**config.mk**
```make
export PLATFORM = sky130hd
export DESIGN_NAME = dfr_core_sequencer
export DESIGN_NICKNAME = d
export VERILOG_FILES = /design/src/rtl/dfr_pkg.sv /design/src/rtl/dfr_seq_delay_pipe.sv /design/src/rtl/dfr_core_sequencer.sv
export SDC_FILE = /design/constraint.sdc
export NUM_CORES = 1
export LEC_CHECK = 0
export ABC_AREA = 1
export CAP_MARGIN = 20
export CELL_PAD_IN_SITES_DETAIL_PLACEMENT = 2
export CELL_PAD_IN_SITES_GLOBAL_PLACEMENT = 2
export CORE_MARGIN = 3
export CORE_UTILIZATION = 38
export DETAILED_ROUTE_END_ITERATION = 7
export DONT_BUFFER_PORTS = 1
export HOLD_SLACK_MARGIN = 0.05
export PLACE_DENSITY_LB_ADDON = 0.1
export SLEW_MARGIN = 20
export SYNTH_ARGS = -nofsm -noshare
export SYNTH_HDL_FRONTEND = slang
export SYNTH_SLANG_ARGS = --single-unit
```
**constraint.sdc**
```tcl
create_clock -name S_AXI_ACLK -period 2.13 [get_ports S_AXI_ACLK]
set_input_delay 0.426 -clock S_AXI_ACLK [delete_from_list [all_inputs] [get_ports S_AXI_ACLK]]
set_output_delay 0.426 -clock S_AXI_ACLK [all_outputs]
set_load 0.005 [all_outputs]
```
**src/rtl/dfr_pkg.sv**
```systemverilog
// dfr_pkg: shared state type, MM wait constant and run-length check for the DFR run sequencer.
package dfr_pkg;

    typedef enum logic [2:0] {
        IDLE, RES_RST, RES_RUN, RES_DRAIN, MM_RST, MM_START, MM_WAIT, DONE
    } dfr_seq_state_t;

    localparam int unsigned DFR_SEQ_MIN_MM_WAIT = 2;

    // A run is legal when it has at least one word and fits the address space exactly or less.
    function automatic logic dfr_len_ok(input logic [63:0] total, input int unsigned addr_width);
        return (total != 64'd0) && (total <= (64'd1 << addr_width));
    endfunction

endpackage

```
**src/rtl/dfr_seq_delay_pipe.sv**
```systemverilog
// dfr_seq_delay_pipe: flushable valid+address shift register aligning history writes with reservoir output.
module dfr_seq_delay_pipe #(
    parameter int DEPTH      = 2,
    parameter int ADDR_WIDTH = 14
) (
    input  logic                  clk_i,
    input  logic                  rst_ni,
    input  logic                  flush_i,
    input  logic                  valid_i,
    input  logic [ADDR_WIDTH-1:0] addr_i,
    output logic                  valid_o,
    output logic [ADDR_WIDTH-1:0] addr_o,
    output logic                  pending_o
);

    // Every stage except the output one; empty means the current output is the final write.
    localparam logic [DEPTH-1:0] PEND_MASK = DEPTH'((64'd1 << (DEPTH - 1)) - 64'd1);

    logic [DEPTH-1:0]                 v_q;
    logic [DEPTH-1:0][ADDR_WIDTH-1:0] a_q;

    always_ff @(posedge clk_i or negedge rst_ni) begin
        if (!rst_ni) begin
            v_q <= '0;
            a_q <= '0;
        end else begin
            v_q[0] <= valid_i && !flush_i;
            a_q[0] <= addr_i;
            for (int i = 1; i < DEPTH; i++) begin
                v_q[i] <= v_q[i-1] && !flush_i;
                a_q[i] <= a_q[i-1];
            end
        end
    end

    assign valid_o   = v_q[DEPTH-1];
    assign addr_o    = a_q[DEPTH-1];
    assign pending_o = |(v_q & PEND_MASK);

endmodule

```
**src/rtl/dfr_core_sequencer.sv**
```systemverilog
// dfr_core_sequencer: run sequencer driving reservoir, history commit and output-layer multiply.
// Optional DFR_SEQ_PERF_CNT_EN adds a 32-bit busy-cycle counter output cycle_count.
import dfr_pkg::*;

module dfr_core_sequencer #(
    parameter int ADDR_WIDTH    = 14,
    parameter int VIRTUAL_NODES = 10,
    parameter int SAMPLE_WIDTH  = 16,
    parameter int RES_LATENCY   = 2
) (
    input  logic                    S_AXI_ACLK,
    input  logic                    S_AXI_ARESETN,
    input  logic                    start,
    input  logic                    abort,
    input  logic [SAMPLE_WIDTH-1:0] num_samples,
    output logic                    busy,
    output logic                    done,
    output logic                    error,
    output logic [ADDR_WIDTH-1:0]   progress,
    output logic [ADDR_WIDTH-1:0]   in_addr,
    output logic                    reservoir_en,
    output logic                    reservoir_rst,
    output logic [ADDR_WIDTH-1:0]   hist_addr,
    output logic                    hist_wen,
    output logic                    mm_rst,
    output logic                    mm_start,
    input  logic                    mm_busy
`ifdef DFR_SEQ_PERF_CNT_EN
    ,
    output logic [31:0]             cycle_count
`endif
);

    localparam int PROD_W = SAMPLE_WIDTH + $clog2(VIRTUAL_NODES + 1);

    dfr_seq_state_t        state_q, state_d;
    logic                  busy_q, done_q, error_q, res_en_q, res_rst_q, mm_rst_q, mm_start_q;
    logic [ADDR_WIDTH-1:0] progress_q, in_addr_q, last_q;
    logic [1:0]            wait_q;
    logic [PROD_W-1:0]     total;
    logic                  len_ok, run_busy, go, abort_run, last_issue, wait_ok, pipe_pending;

    assign total      = PROD_W'(num_samples) * PROD_W'(VIRTUAL_NODES);
    assign len_ok     = dfr_len_ok(64'(total), ADDR_WIDTH);
    assign run_busy   = !(state_q inside {IDLE, DONE});
    assign go         = start && !abort && !run_busy;
    assign abort_run  = abort && run_busy;
    assign last_issue = in_addr_q == last_q;
    assign wait_ok    = 32'(wait_q) >= DFR_SEQ_MIN_MM_WAIT - 1;

    always_comb begin
        state_d = state_q;
        if (abort) begin
            state_d = IDLE;
        end else begin
            unique case (state_q)
                IDLE, DONE: state_d = go ? (len_ok ? RES_RST : DONE) : state_q;
                RES_RST:    state_d = RES_RUN;
                RES_RUN:    state_d = last_issue ? RES_DRAIN : RES_RUN;
                RES_DRAIN:  state_d = pipe_pending ? RES_DRAIN : MM_RST;
                MM_RST:     state_d = MM_START;
                MM_START:   state_d = MM_WAIT;
                MM_WAIT:    state_d = (wait_ok && !mm_busy) ? DONE : MM_WAIT;
            endcase
        end
    end

    always_ff @(posedge S_AXI_ACLK or negedge S_AXI_ARESETN) begin
        if (!S_AXI_ARESETN) begin
            state_q    <= IDLE;
            busy_q     <= 1'b0;
            done_q     <= 1'b0;
            error_q    <= 1'b0;
            res_en_q   <= 1'b0;
            res_rst_q  <= 1'b0;
            mm_rst_q   <= 1'b0;
            mm_start_q <= 1'b0;
            progress_q <= '0;
            in_addr_q  <= '0;
            last_q     <= '0;
            wait_q     <= '0;
        end else begin
            state_q    <= state_d;
            busy_q     <= !(state_d inside {IDLE, DONE});
            res_rst_q  <= state_d == RES_RST;
            res_en_q   <= state_d inside {RES_RUN, RES_DRAIN};
            mm_rst_q   <= (state_d == MM_RST) || abort_run;
            mm_start_q <= state_d == MM_START;
            done_q     <= go ? 1'b0 : (done_q || state_q == DONE);
            error_q    <= go ? !len_ok : error_q;
            last_q     <= go ? ADDR_WIDTH'(total - 1'b1) : last_q;
            // Holding at the last address lets a full 2^ADDR_WIDTH run end on all-ones without wrapping.
            in_addr_q  <= go ? '0 : (state_q == RES_RUN && !last_issue && !abort) ? in_addr_q + 1'b1 : in_addr_q;
            progress_q <= go ? '0 : (hist_wen && !(&progress_q)) ? progress_q + 1'b1 : progress_q;
            wait_q     <= (state_q != MM_WAIT) ? '0 : wait_ok ? wait_q : wait_q + 1'b1;
        end
    end

    dfr_seq_delay_pipe #(
        .DEPTH      (RES_LATENCY),
        .ADDR_WIDTH (ADDR_WIDTH)
    ) u_pipe (
        .clk_i     (S_AXI_ACLK),
        .rst_ni    (S_AXI_ARESETN),
        .flush_i   (abort_run),
        .valid_i   (state_q == RES_RUN),
        .addr_i    (in_addr_q),
        .valid_o   (hist_wen),
        .addr_o    (hist_addr),
        .pending_o (pipe_pending)
    );

`ifdef DFR_SEQ_PERF_CNT_EN
    logic [31:0] cyc_q;

    always_ff @(posedge S_AXI_ACLK or negedge S_AXI_ARESETN) begin
        if (!S_AXI_ARESETN) begin
            cyc_q <= '0;
        end else begin
            cyc_q <= go ? '0 : (busy_q && !(&cyc_q)) ? cyc_q + 1'b1 : cyc_q;
        end
    end

    assign cycle_count = cyc_q;
`endif

    assign busy          = busy_q;
    assign done          = done_q;
    assign error         = error_q;
    assign progress      = progress_q;
    assign in_addr       = in_addr_q;
    assign reservoir_en  = res_en_q;
    assign reservoir_rst = res_rst_q;
    assign mm_rst        = mm_rst_q;
    assign mm_start      = mm_start_q;

endmodule

```
# Word level (Yosys, flattened, before mapping)
# Cells that the tools add are included.
[op_classes]
n_addsub = 4
n_mul = 1
div_mod_pow = 0
n_lt_le_gt_ge = 2
n_eq_ne = 16
n_shift = 0
muxes = 14
bitwise_logic = 0
reduce_logical = 30
[op_table]
columns = ["operator", "n"]
rows = [
  ["$mux 14", 4],
  ["$add 14x1->14 const B", 2],
  ["$eq 3x3->1 const B", 7],
  ["$pmux 3 s7", 1],
  ["$le 20x15->1 const B", 1],
  ["$reduce_bool 20->1", 1],
  ["$mul 16x3->19 const B", 1],
  ["$eq 14x14->1", 1],
  ["$reduce_and 14->1", 1],
  ["$sub 14x1->14 const B", 1],
  ["$eq 3x2->1 const B", 4],
  ["$mux 3", 4],
  ["$logic_and 1x1->1", 10],
  ["$reduce_bool 2->1", 5],
  ["$logic_not 1->1", 8],
  ["$eq 3x1->1 const B", 2],
  ["$logic_not 3->1", 2],
  ["$mux 2", 2],
  ["$mux 1", 3],
  ["$ne 3x3->1 const B", 1],
  ["$add 2x1->2 const B", 1],
  ["$ge 2x1->1 const B", 1],
  ["$logic_or 1x1->1", 2],
  ["$ne 2x1->1 const B", 1],
  ["$reduce_or 2->1", 1],
]
[word_totals]
reg_bits = 84
latch_bits = 0
ram_bits = 0
romBits = 0
input_bits = 21
output_inout_bits = 50
mem_count = 0

# Depth between registers and ports, before layout
# Gate-level depths: netlist of the first run.
[depth]
ltp_word = 10
ltp_mapped = 20
ltp_nobuf = 20

# Hierarchy
# Synthesis of the first run repeated with hierarchy kept, for this count alone.
[hier_totals]
cells_unflattened = 663
hier_area_um2 = 5077.4
[by_module_without_submodules]
columns = ["mod", "instances", "cells_per_inst", "area_each_um2", "seq_area_each_um2"]
rows = [
  ["dfr_core_sequencer", 1, 615, 4206.5, 1351.3],
  ["dfr_seq_delay_pipe", 1, 48, 870.8, 750.7],
]

# Worst setup path after synthesis of the first run
# OpenSTA, ideal clock, no wires.
[synth_timing]
kind = "input to register"
from = "input port num_samples[1]"
to = "register busy_q (netlist: busy)"
setup_time_ns = 0.125
arrival_ns = 2.614
t_required_ns = 2.005
slack_ns = -0.609
path_stages = 17
n_path_buf = 0
path_cell_list = "ha_1 > ha_1 > fa_1 > inv_1 > nand3_1 > nor2_1 > nand3_2 > nor2_4 > nand3_4 > nor2_2 > nand2_2 > nand2_2 > nand3_2 > nand2_2 > nand2_2 > nand3_1 > nand3_1"
[synth_between]
elab_chain_len = 10
word_cells_on_any_way = 12
classes_between = "mul: 1; order compare: 1; eq/ne: 1; mux: 4; reduce/logical: 5"
[synth_lines]
columns = ["element", "line_no", "text"]
rows = [
  ["start, declared", "dfr_core_sequencer.sv:15", "input logic [SAMPLE_WIDTH-1:0] num_samples,"],
  ["$mul 16x3->19 *", "dfr_core_sequencer.sv:43", "assign total = PROD_W'(num_samples) * PROD_W'(VIRTUAL_NODES);"],
  ["$le 20x15->1 or $reduce_bool 20->1 (tied branches)", "dfr_pkg.sv:12", "return (total != 64'd0) && (total <= (64'd1 << addr_width));"],
  ["$logic_and 1x1->1 *", "dfr_pkg.sv:12", ""],
  ["$mux 3 * (2 in series)", "dfr_core_sequencer.sv:57", "IDLE, DONE: state_d = go ? (len_ok ? RES_RST : DONE) : state_q;"],
  ["$pmux 3 s7 *", "dfr_core_sequencer.sv:56", "unique case (state_q)"],
  ["$mux 3 *", "dfr_core_sequencer.sv:53", "if (abort) begin"],
  ["$eq 3x3->1 or $logic_not 3->1 (tied branches)", "dfr_core_sequencer.sv:84", "busy_q <= !(state_d inside {IDLE, DONE});"],
  ["$reduce_bool 2->1 *", "dfr_core_sequencer.sv:84", ""],
  ["$logic_not 1->1 *", "dfr_core_sequencer.sv:84", ""],
  ["end signal, assigned", "dfr_core_sequencer.sv:84", ""],
  ["end, declared", "dfr_core_sequencer.sv:37", "logic busy_q, done_q, error_q, res_en_q, res_rst_q, mm_rst_q, mm_start_q;"],
]
# Every way passes the cells marked *; elsewhere a longest branch is shown, timed or not.
# A chain may end at the register's enable or synchronous reset.

# Worst setup path in the final report of the first run
[layout_timing]
from = "input port num_samples[3]"
to = "register busy_q (netlist: busy)"
# Same word-level chain as after synthesis.

==> results.py, run 1 <==
metrics = {
    "outcome": {
        "outcome": "complete, but fails checks",
        "violations": "negative hold slack, negative setup slack",
    },
    "routing": {
        "drtPass1Iterations": 4,
        "ant_nets": 0,
        "drt-total-wl_mm": 20.91,
        "drt-initial-drc-count": 273,
        "vias": 4828,
        "vias_per_cell": 5.388,
        "drc_errors": 0,
        "wire_per_inst_um": 23.33,
    },
    "setup_path": {
        "cp.arrival_ns": 2.66,
        "worstSetupStartpointType": "primary input",
        "worstPathMaxFanout": 5,
        "rr_worst_depth": 13,
        "critPathLaunch": "num_samples[3]",
        "reg2reg_to": "busy",
        "regToRegSetupSlack_ns": -0.11,
        "crit_type": "in2reg",
        "required_ns": 2.37,
        "rr_startpoint": "state_q[1]",
        "end_kind": "flop",
    },
    "logic_synthesis": {
        "syn_avg_cell_area_um2": 7.939,
        "synth_top_cell_area_share": 0.4156,
        "synthTopCellsByArea": "dfrtp_1 42%, nand2_1 11%, ha_1 7.9%",
        "async_flop_share": 1.000,
        "synthDistinctLibCells": 41,
        "synthCells": 637,
        "synth_flop_cell": "dfrtp_1",
        "ys_ff_latch": 84,
        "synth_top_area_cell": "dfrtp_1",
        "netlist_area_um2": 5057,
        "yosysSeqAreaShare": 0.4156,
        "yosysWarnings": 0,
        "syn-num-nets": 691,
        "synth_edf_count": 0,
    },
    "grt": {
        "grt_use_total": 0.2511,
        "grt_max_degree": 85,
        "overflow": 0,
        "grt_pass1_wl_mm": 28.94,
        "antenna_found_initial": 0,
        "grt_pass1_vias": 5417,
    },
    "sta": {
        "period_needed_ns": 2.420,
        "hold_viol_final": 84,
        "setup_viol": 15,
        "slew_violations": 0,
        "worst_slack_ns": -0.2900,
        "timing.fmax_ghz": 0.4132,
        "fin_hold_ws_ns": -0.2407,
        "rsz0062_at_grt": "true",
        "fin_crit_sh": 1.136,
        "tightest_slew_ns": 0.3800,
        "clock_skew_ns": 0.009482,
        "relSlewSlack": 0.7467,
    },
    "cells_and_area": {
        "final_cell_count_no_fill": 896,
        "drive_gt1_frac": 0.3094,
        "final_util": 0.5142,
        "areaGrowthSynthToFinish_pct": 30.41,
        "antenna_cells": 0,
        "fin_nets": 773,
        "layout_common_cells": "126 x nand2_1, 90 x buf_4, 89 x inv_1",
        "layout_commonest_cell": "nand2_1",
    },
    "place": {
        "dp_hpwl_mm": 11.77,
        "pre_cts_ws_ns": -0.6904,
        "dpl.cell_count": 861,
        "io_buffers": 0,
        "gp_congestion": 0.8231,
    },
    "clock_network": {
        "clock_sinks": 84,
        "clk_pin_slew_ns": 0.07,
        "cts-root-buf": "clkbuf_16",
        "htree_levels": 3,
        "cts_made_buffers": 9,
        "cts_buffer_depth": 2,
        "clk_latency_ns": 0.36,
        "cts_tree": "done",
    },
    "die": {
        "ios": 71,
        "fp.dieW_um": 121.4,
        "start_util": 0.3943,
        "core.rowCount": 41,
        "die-area_um2": 14730,
        "core_um2": 12820,
        "chipHeight_um": 121.4,
    },
    "power": {
        "leakage_uw": 0.003273,
        "powerDensity_nw_per_um2": 971.4,
        "ir_drop_mv": 0.4084,
        "total_power_uw": 6407,
    },
    "run": {
        "maxCapViolCount": 0,
    },
    "min_path": {
        "hp-class": "in2async",
    },
}
[logic make-up (layout without fill, tap and decap cells)]
group	count (synthesis)	after routing	share of synthesized area
AOI/OAI and AO/OA	68	68	0.07100
DFF	84	84	0.4156
buffers and inverters	116	203	0.09673
muxes	1	1	0.001979
adders and majority gates	33	33	0.08313
xor gates and xnor gates	21	21	0.03637
and+or+nand+nor	314	314	0.2952
[layout make-up]
| type | instances | area, µm² |
|---|---|---|
| fillers | 1370 | 6230 |
| multi-input cells | 437 | 2903 |
| flip-flops and latches | 84 | 2106 |
| repair buffers | 91 | 690.7 |
| inverters | 96 | 362.8 |
| clock buffers | 10 | 239.0 |
| well taps | 172 | 215.2 |
| clock inverters | 6 | 78.83 |
[where the power goes]
part | switching, µW | total, µW | leakage, µW | internal [µW]
registers | 342 | 2290 | 0.00111 | 1950
clock network | 772 | 1740 | 0.000157 | 968
logic | 1450 | 2370 | 0.00200 | 926
[cells in the mapped netlist (6+ instances only)]
cell type  count
xor2_1         9
nor2_1        51
nand2_1      143
buf_4         14
nand4_1       10
nand3_2        6
xnor2_1       12
inv_1         91
nand2_2       16
o21ai_0       34
nand3_1       45
a21oi_1       26
ha_1          32
nor3_1        14
dfrtp_1       84
[timing repair]
action                                 in CTS  in global routing
endpoints found under the hold margin      84                 84
buffers inserted                            9                 10
setup endpoints to repair                  20                 32
resized for setup                          38                 51
pin swaps                                  12                 18
[state kept, by name (all words and copies together), names as in the netlist]
name / cells
in_addr: 14
last_q: 14
progress: 14
u_pipe.a_q: 14
u_pipe.addr_o: 14
state_q: 3
u_pipe.v_q: 2
wait_q: 2
busy: 1
done: 1
error: 1
mm_rst: 1
mm_start: 1
reservoir_en: 1
reservoir_rst: 1
[critical path, stage by stage]
cell and delay [ns]:
ha_4 0.25, ha_4 0.13, fa_2 0.46, inv_2 0.07, nand3_2 0.09, nor2_2 0.14, nand3_2 0.10, nor2_4 0.14
nand3_4 0.12, nor3_4 0.16, nand2_2 0.09, nand3_2 0.07, nand2_2 0.07, nand2_4 0.09, nand2_2 0.07, nand2_2 0.09
nand3_1 0.09
[metal layers]
layer,part of all wire,GRT usage
met1,0.38,0.2793
met2,0.54,0.4843
met3,0.042,0.04196
met4,0.035,0.07353
met5,0,0
[worst max path at each step]
stage	end	slack, ns
final	busy	-0.29
after global routing	busy	-0.48
after floorplan	busy	-0.51
after CTS	busy	-0.18
after global placement	busy	-0.58
after detailed placement	busy	-0.69
[stage by stage]
step / hold WS [ns] / TNS, ns / instance area, µm²
detailed placement: 0.1323 / -6.485 / 5724
global route: -0.2550 / -4.658 / 6595
global placement: 0.1323 / -5.497 / 5724
floorplan: 0.1304 / -3.770 / 5097
CTS: -0.2433 / -0.9132 / 6287
finish: -0.2407 / -2.151 / 6595
Power figures use the tool's default switching activity.
==> run 2: changes to the inputs <==
ABC_AREA = unset   (was 1)
CORE_UTILIZATION = 40   (was 38)
MAX_ROUTING_LAYER = met4   (was unset)
==> run 2 against run 1 <==
  * The run still ends with negative hold slack, negative setup slack left
  * Combinational power down 18%
  * Area after synthesis down 11%
  * Largest power group is now sequential cells
  * First-iteration DRC count down 38%
  * Power down 12%
  * Via count down 26%
  * Highest routed layer unchanged
  * Largest cell class unchanged
  * Critical path depth down 5
  * Synthesized cell count down 30%
  * Routed wire length down 33%
  * Final cell count down 27%
  * Sequential cell count unchanged
  * Final area down 10%
==> results.py, run 2 <==
metrics = {
    "place": {
        "gp_congestion": 0.8414,
        "io_buffers": 0,
        "dp_hpwl_mm": 9.354,
    },
    "sta": {
        "fin_hold_ws_ns": -0.2264,
        "rsz0062_at_grt": "true",
        "fin_crit_sh": 1.201,
        "tightest_slew_ns": 0.4527,
        "relSlewSlack": 0.6969,
        "worst_slack_ns": -0.4287,
        "period_needed_ns": 2.559,
        "timing.fmax_ghz": 0.3908,
        "hold_viol_final": 84,
        "clock_skew_ns": 0.01106,
        "slew_violations": 0,
        "setup_viol": 18,
    },
    "setup_path": {
        "required_ns": 2.36,
        "critPathLaunch": "num_samples[1]",
        "rr_startpoint": "in_addr[12]",
        "path_buf_inv": 1,
        "crit_type": "in2reg",
        "reg2reg_to": "mm_rst",
        "cp_cell_sequence": "ha_4 > ha_4 > fa_2 > buf_6 > xnor2_4 > nand4b_1 > a21oi_2 > nor4b_4 > o2111ai_2 > xnor2_1 > nand2_2 > and3_4",
        "cpMostUsedCell": "ha_4",
        "crit_family": "adder cells",
        "regToRegSetupSlack_ns": -0.32,
        "worstSetupStartpointType": "primary input",
        "rr_worst_depth": 8,
        "slowest_stage": "fa_2",
        "crit_end": "state_q[1]",
        "end_kind": "flop",
        "worstPathMaxFanout": 4,
        "crit_path_max_incr_delay_ns": 0.38,
        "crit_cells": 12,
        "cp.arrival_ns": 2.79,
    },
    "die": {
        "chipHeight_um": 112.1,
        "die-area_um2": 12570,
        "ios": 71,
        "core_um2": 10940,
        "core.rowCount": 38,
        "start_util": 0.4120,
        "fp.dieW_um": 112.1,
    },
    "grt": {
        "grt_pass1_vias": 4089,
        "grt_pass1_wl_mm": 22.10,
        "grt_use_total": 0.2278,
        "grt_max_degree": 85,
        "antenna_found_initial": 0,
        "overflow": 0,
    },
    "routing": {
        "drtPass1Iterations": 4,
        "drt-total-wl_mm": 13.94,
        "drc_errors": 0,
        "vias_per_cell": 5.492,
        "wire_per_inst_um": 21.35,
        "ant_nets": 0,
        "vias": 3586,
        "drt-initial-drc-count": 170,
    },
    "logic_synthesis": {
        "synthCells": 445,
        "synth_top_cell_area_share": 0.4665,
        "ys_ff_latch": 84,
        "yosysWarnings": 0,
        "yosysMostFrequentCell": "dfrtp_1",
        "synth_flop_cell": "dfrtp_1",
        "syn_avg_cell_area_um2": 10.12,
        "synthTopCellsByArea": "dfrtp_1 47%, ha_1 8.9%, xor2_1 5.8%",
        "synth_top_area_cell": "dfrtp_1",
        "yosysSeqAreaShare": 0.4665,
        "ys_top_cells_by_count": "84 x dfrtp_1, 51 x nor2_1, 32 x ha_1, 30 x nand2_1, 30 x xor2_1",
        "synthDistinctLibCells": 51,
        "synth_edf_count": 0,
        "syn-num-nets": 499,
        "async_flop_share": 1.000,
        "netlist_area_um2": 4506,
    },
    "cells_and_area": {
        "layout_common_cells": "84 x dfrtp_1, 73 x buf_4, 48 x nor2_1",
        "fin_nets": 563,
        "areaGrowthSynthToFinish_pct": 31.38,
        "antenna_cells": 0,
        "final_util": 0.5413,
        "fillers": 1076,
        "drive_gt1_frac": 0.3255,
        "layout_commonest_cell": "dfrtp_1",
    },
    "power": {
        "sequentialPowerShare": 0.375,
        "ir_drop_mv": 0.4722,
        "p_int_uw": 3696,
        "leakage_uw": 0.002741,
        "p_comb_frac": 0.344,
        "p_clk_frac": 0.282,
        "sw_frac_of_total": 0.3457,
        "powerDensity_nw_per_um2": 954.1,
        "p_sw_uw": 1952,
    },
    "clock_network": {
        "cts_made_buffers": 9,
        "cts_tree": "done",
        "clock_sinks": 84,
        "cts-root-buf": "clkbuf_16",
        "clk_pin_slew_ns": 0.07,
        "htree_levels": 3,
        "clk_latency_ns": 0.35,
        "cts_buffer_depth": 2,
    },
    "min_path": {
        "hp-class": "in2async",
    },
    "run": {
        "maxCapViolCount": 0,
    },
    "outcome": {
        "outcome": "complete, but fails checks",
        "violations": "negative hold slack, negative setup slack",
    },
}
[run 2: changes by cell type in the layout (fill, tap and decap cells not counted), sizes merged, moves of 7 or more]
cell / previous run / this run
nand2: 160 / 30
inv: 98 / 22
nand3: 53 / 11
xor2: 9 / 30
o21ai: 35 / 20
buf: 91 / 79
and3: 0 / 10
or3: 0 / 8
xnor2: 12 / 20
or2: 7 / 0
[run 2: kinds of logic (layout without fill, tap and decap cells)]
| family | after synthesis | in the layout | share of synthesized area |
|---|---|---|---|
| AOI/OAI and AO/OA | 78 | 78 | 0.1141 |
| xor gates and xnor gates | 50 | 50 | 0.09720 |
| adders and majority gates | 33 | 33 | 0.09331 |
| buffers and inverters | 45 | 113 | 0.05221 |
| DFF | 84 | 84 | 0.4665 |
| muxes | 5 | 5 | 0.01111 |
| and+or+nand+nor | 150 | 150 | 0.1655 |
[run 2: area by class of cell]
cell class                      count  area, µm²  area share
Multi-Input combinational cell    316       2655      0.4485
Tap cell                          140      175.2     0.02959
Sequential cell                    84       2102      0.3551
Inverter                           19      73.82     0.01247
Clock inverter                      6      72.57     0.01226
Timing Repair Buffer               79      615.6      0.1040
Clock buffer                        9      225.2     0.03805
[run 2: metal layers]
metal  GRT usage  share of wire
met5           -              0
met4     0.06250          0.012
met3     0.05121          0.040
met2      0.3989           0.53
met1      0.2636           0.42
[run 2: power groups by stage]
| stage | Sequential [µW] | Combinational (µW) | Clock [µW] |
|---|---|---|---|
| finish | 2120 | 1940 | 1590 |
| global route | 2150 | 2130 | 1690 |
| CTS | 2110 | 1740 | 1610 |
| detailed placement | 2130 | 1570 | 0 |
| global placement | 2110 | 1450 | 0 |
| floorplan | 2070 | 1020 | 0 |
[run 2: worst reg2reg max path, stage by stage, from the launching register on]
cell	delay, ns
dfrtp_1	0.42
xor2_2	0.22
nor4_2	0.40
nand4_1	0.26
a221oi_2	0.31
o221ai_2	0.16
a31o_2	0.23
a221oi_2	0.27
a21oi_2	0.07
[run 2: how the worst min path moves through the flow]
stage | cells past startpoint | slack [ns] | to | startpoint
2_1_floorplan | 0 | 0.13 | busy | S_AXI_ARESETN
3_3_place_gp | 0 | 0.13 | u_pipe.addr_o[0] | S_AXI_ARESETN
3_5_place_dp | 0 | 0.13 | u_pipe.addr_o[2] | S_AXI_ARESETN
4_1_cts | 0 | -0.24 | in_addr[1] | S_AXI_ARESETN
5_1_grt | 0 | -0.25 | u_pipe.addr_o[1] | S_AXI_ARESETN
6_report | 0 | -0.23 | last_q[2] | S_AXI_ARESETN
[run 2: what timing repair did]
item | CTS | global route
pin swaps | 31 | 39
endpoints found under the hold margin | 84 | 84
setup endpoints to repair | 27 | 29
gates resized for setup | 36 | 40
buffers inserted | 11 | 7
cloned | 0 | 0
[run 2: stage by stage]
step / setup TNS [ns] / cells / total power (µW) / setup slack [ns] / area [µm²]
final: -3.542 / 653 / 5648 / -0.4287 / 5919
after global routing: -5.083 / 653 / 5969 / -0.5464 / 5919
after CTS: -3.084 / 651 / 5466 / -0.4263 / 5737
after detailed placement: -8.501 / 628 / 3699 / -0.8267 / 5161
after global placement: -7.053 / 628 / 3565 / -0.6635 / 5161
after floorplan: -4.914 / 445 / 3092 / -0.6086 / 4632
==> run 3: changes to the inputs <==
ABC_AREA = 1   (was unset)
CORE_UTILIZATION = 38   (was 40)
==> run 3 against run 2 <==
  * The run still ends with negative hold slack, negative setup slack left
  * Largest power group is now combinational logic
  * Clock-buffer cell count increased by 1
  * Clock skew about the same
  * Final area increased by 12%
  * First-iteration DRC count increased by 62%
  * Worst hold slack got worse by 0.017 ns
==> results.py, run 3 (same netlist as run 1, synthesis figures left out) <==
metrics = {
    "setup_path": {
        "cpMostUsedCell": "nand2_2",
        "crit_type": "in2reg",
        "slowest_stage": "ha_1",
        "cp.arrival_ns": 2.73,
        "cp_cell_sequence": "ha_1 > ha_4 > nand2_1 > inv_1 > a21oi_2 > buf_4 > nand4_1 > nand2_1 > inv_1 > nand2_2 > nand2_2 > nand3_2 > nand2_2 > nand2_4 > nand2_2 > nand2_2 > nand3_1",
        "required_ns": 2.36,
        "worstSetupStartpointType": "primary input",
        "end_kind": "flop",
        "crit_path_max_incr_delay_ns": 0.31,
        "worstPathMaxFanout": 5,
    },
    "clock_network": {
        "clk_pin_slew_ns": 0.08,
        "cts-root-buf": "clkbuf_16",
        "htree_levels": 3,
        "clk_latency_ns": 0.36,
        "cts_buffer_depth": 2,
        "clock_sinks": 84,
        "cts_tree": "done",
        "cts_made_buffers": 9,
    },
    "grt": {
        "grt_use_total": 0.2583,
        "grt_pass1_vias": 5407,
        "antenna_found_initial": 0,
        "grt_max_degree": 85,
        "overflow": 0,
        "grt_pass1_wl_mm": 28.95,
    },
    "die": {
        "chipHeight_um": 121.4,
        "fp.dieW_um": 121.4,
        "start_util": 0.3943,
        "die-area_um2": 14730,
        "core.rowCount": 41,
        "ios": 71,
        "core_um2": 12820,
    },
    "routing": {
        "wire_per_inst_um": 25.04,
        "drc_errors": 0,
        "drt-total-wl_mm": 22.49,
        "drtPass1Iterations": 4,
        "vias": 4999,
        "vias_per_cell": 5.567,
        "drt-initial-drc-count": 276,
        "ant_nets": 0,
    },
    "cells_and_area": {
        "layout_common_cells": "126 x nand2_1, 91 x buf_4, 89 x inv_1",
        "design_area_um2": 6611,
        "fin_nets": 775,
        "areaGrowthSynthToFinish_pct": 30.73,
        "fillers": 1401,
        "multiInputGateArea_um2": 2900,
        "antenna_cells": 0,
        "regArea_um2": 2106,
        "layout_commonest_cell": "nand2_1",
        "drive_gt1_frac": 0.3099,
    },
    "place": {
        "io_buffers": 0,
        "dp_hpwl_mm": 11.77,
        "place_area_um2": 5724,
        "gp_congestion": 0.8355,
    },
    "sta": {
        "worst_slack_ns": -0.3722,
        "setup_viol": 17,
        "clock_skew_ns": 0.01081,
        "timing.fmax_ghz": 0.3997,
        "slew_violations": 0,
        "period_needed_ns": 2.502,
        "rsz0062_at_grt": "true",
        "fin_hold_ws_ns": -0.2432,
        "fin_crit_sh": 1.175,
        "tightest_slew_ns": 0.3836,
        "relSlewSlack": 0.7442,
        "hold_viol_final": 84,
    },
    "run": {
        "maxCapViolCount": 0,
    },
    "outcome": {
        "violations": "negative hold slack, negative setup slack",
        "outcome": "complete, but fails checks",
    },
    "power": {
        "leakage_uw": 0.003284,
        "powerDensity_nw_per_um2": 978.5,
        "total_power_uw": 6469,
        "ir_drop_mv": 0.3691,
    },
    "min_path": {
        "hp-class": "in2async",
    },
}
==> run 3: changes by cell type in the layout (fill, tap and decap cells not counted), moves of 6 or more <==
cell / delta
nand2_1: +99
inv_1: +72
nand2_2: +29
nand3_1: +28
xor2_1: -19
buf_4: +18
o21ai_0: +13
nand3_2: +12
or3_1: -7
a21oi_1: +6
and3_1: -6
nor2_2: +6
==> run 3: through the flow <==
step	util	TNS [ns]	cells	hold WS [ns]	setup slack, ns
floorplan	-	-3.770	637	0.1304	-0.5082
global placement	0.4463	-5.497	861	0.1323	-0.5844
detailed placement	0.4463	-6.485	861	0.1323	-0.6904
CTS	0.4902	-0.9132	886	-0.2433	-0.1842
global route	0.5155	-5.231	898	-0.2500	-0.5148
finish	0.5155	-2.918	898	-0.2432	-0.3722
==> run 3: repair_timing <==
item,in CTS,in global routing
gates resized for setup,38,51
buffers inserted,9,12
endpoints found under the setup margin,20,32
pin swaps,12,17
endpoints found under the hold margin,84,84
==> run 3: cell type report <==
| cell class | count | share of cell area |
|---|---|---|
| Sequential cell | 84 | 0.3185 |
| Timing Repair Buffer | 93 | 0.1073 |
| Clock inverter | 6 | 0.01192 |
| Tap cell | 172 | 0.03255 |
| Clock buffer | 10 | 0.03615 |
| Inverter | 96 | 0.05488 |
| Multi-Input combinational cell | 437 | 0.4387 |
==> run 3: worst paths after layout <==
| check | from | endpoint | slack [ns] | depth (start not counted) |
|---|---|---|---|---|
| worst min register to register | u_pipe.a_q[9] | u_pipe.addr_o[9] | 0.35 | 0 |
| min in group S_AXI_ACLK | num_samples[0] | last_q[1] | 0.20 | 1 |
| worst max-delay path | num_samples[8] | busy | -0.37 | 17 |
| worst max register to register | state_q[1] | busy | -0.23 | 13 |
| max in group asynchronous | S_AXI_ARESETN | u_pipe.v_q[1] | 2.26 | 0 |
| worst min-delay path | S_AXI_ARESETN | u_pipe.addr_o[1] | -0.24 | 0 |
==> run 3: per-layer routing <==
layer	part of all wire	global-route usage	up-vias
met3	0.037	0.04103	70
met5	0	-	-
met1	0.39	0.2804	2582
met2	0.54	0.4846	151
li1	-	-	2196
met4	0.039	0.07353	0
==> run 3: report_power, final <==
group	leakage [µW]	switching (µW)	total [µW]	internal, µW
clock network	0.000157	768	1740	968
registers	0.00111	356	2310	1950
logic	0.00201	1500	2430	931
total	0.00328	2620	6470	3850
==> run 3: worst max-delay path: cells and delay by family <==
family,cells,cell delay (ns)
simple gates,11,1.17
compound gates,1,0.18
fa+ha+maj,2,0.59
buf+inv,3,0.36
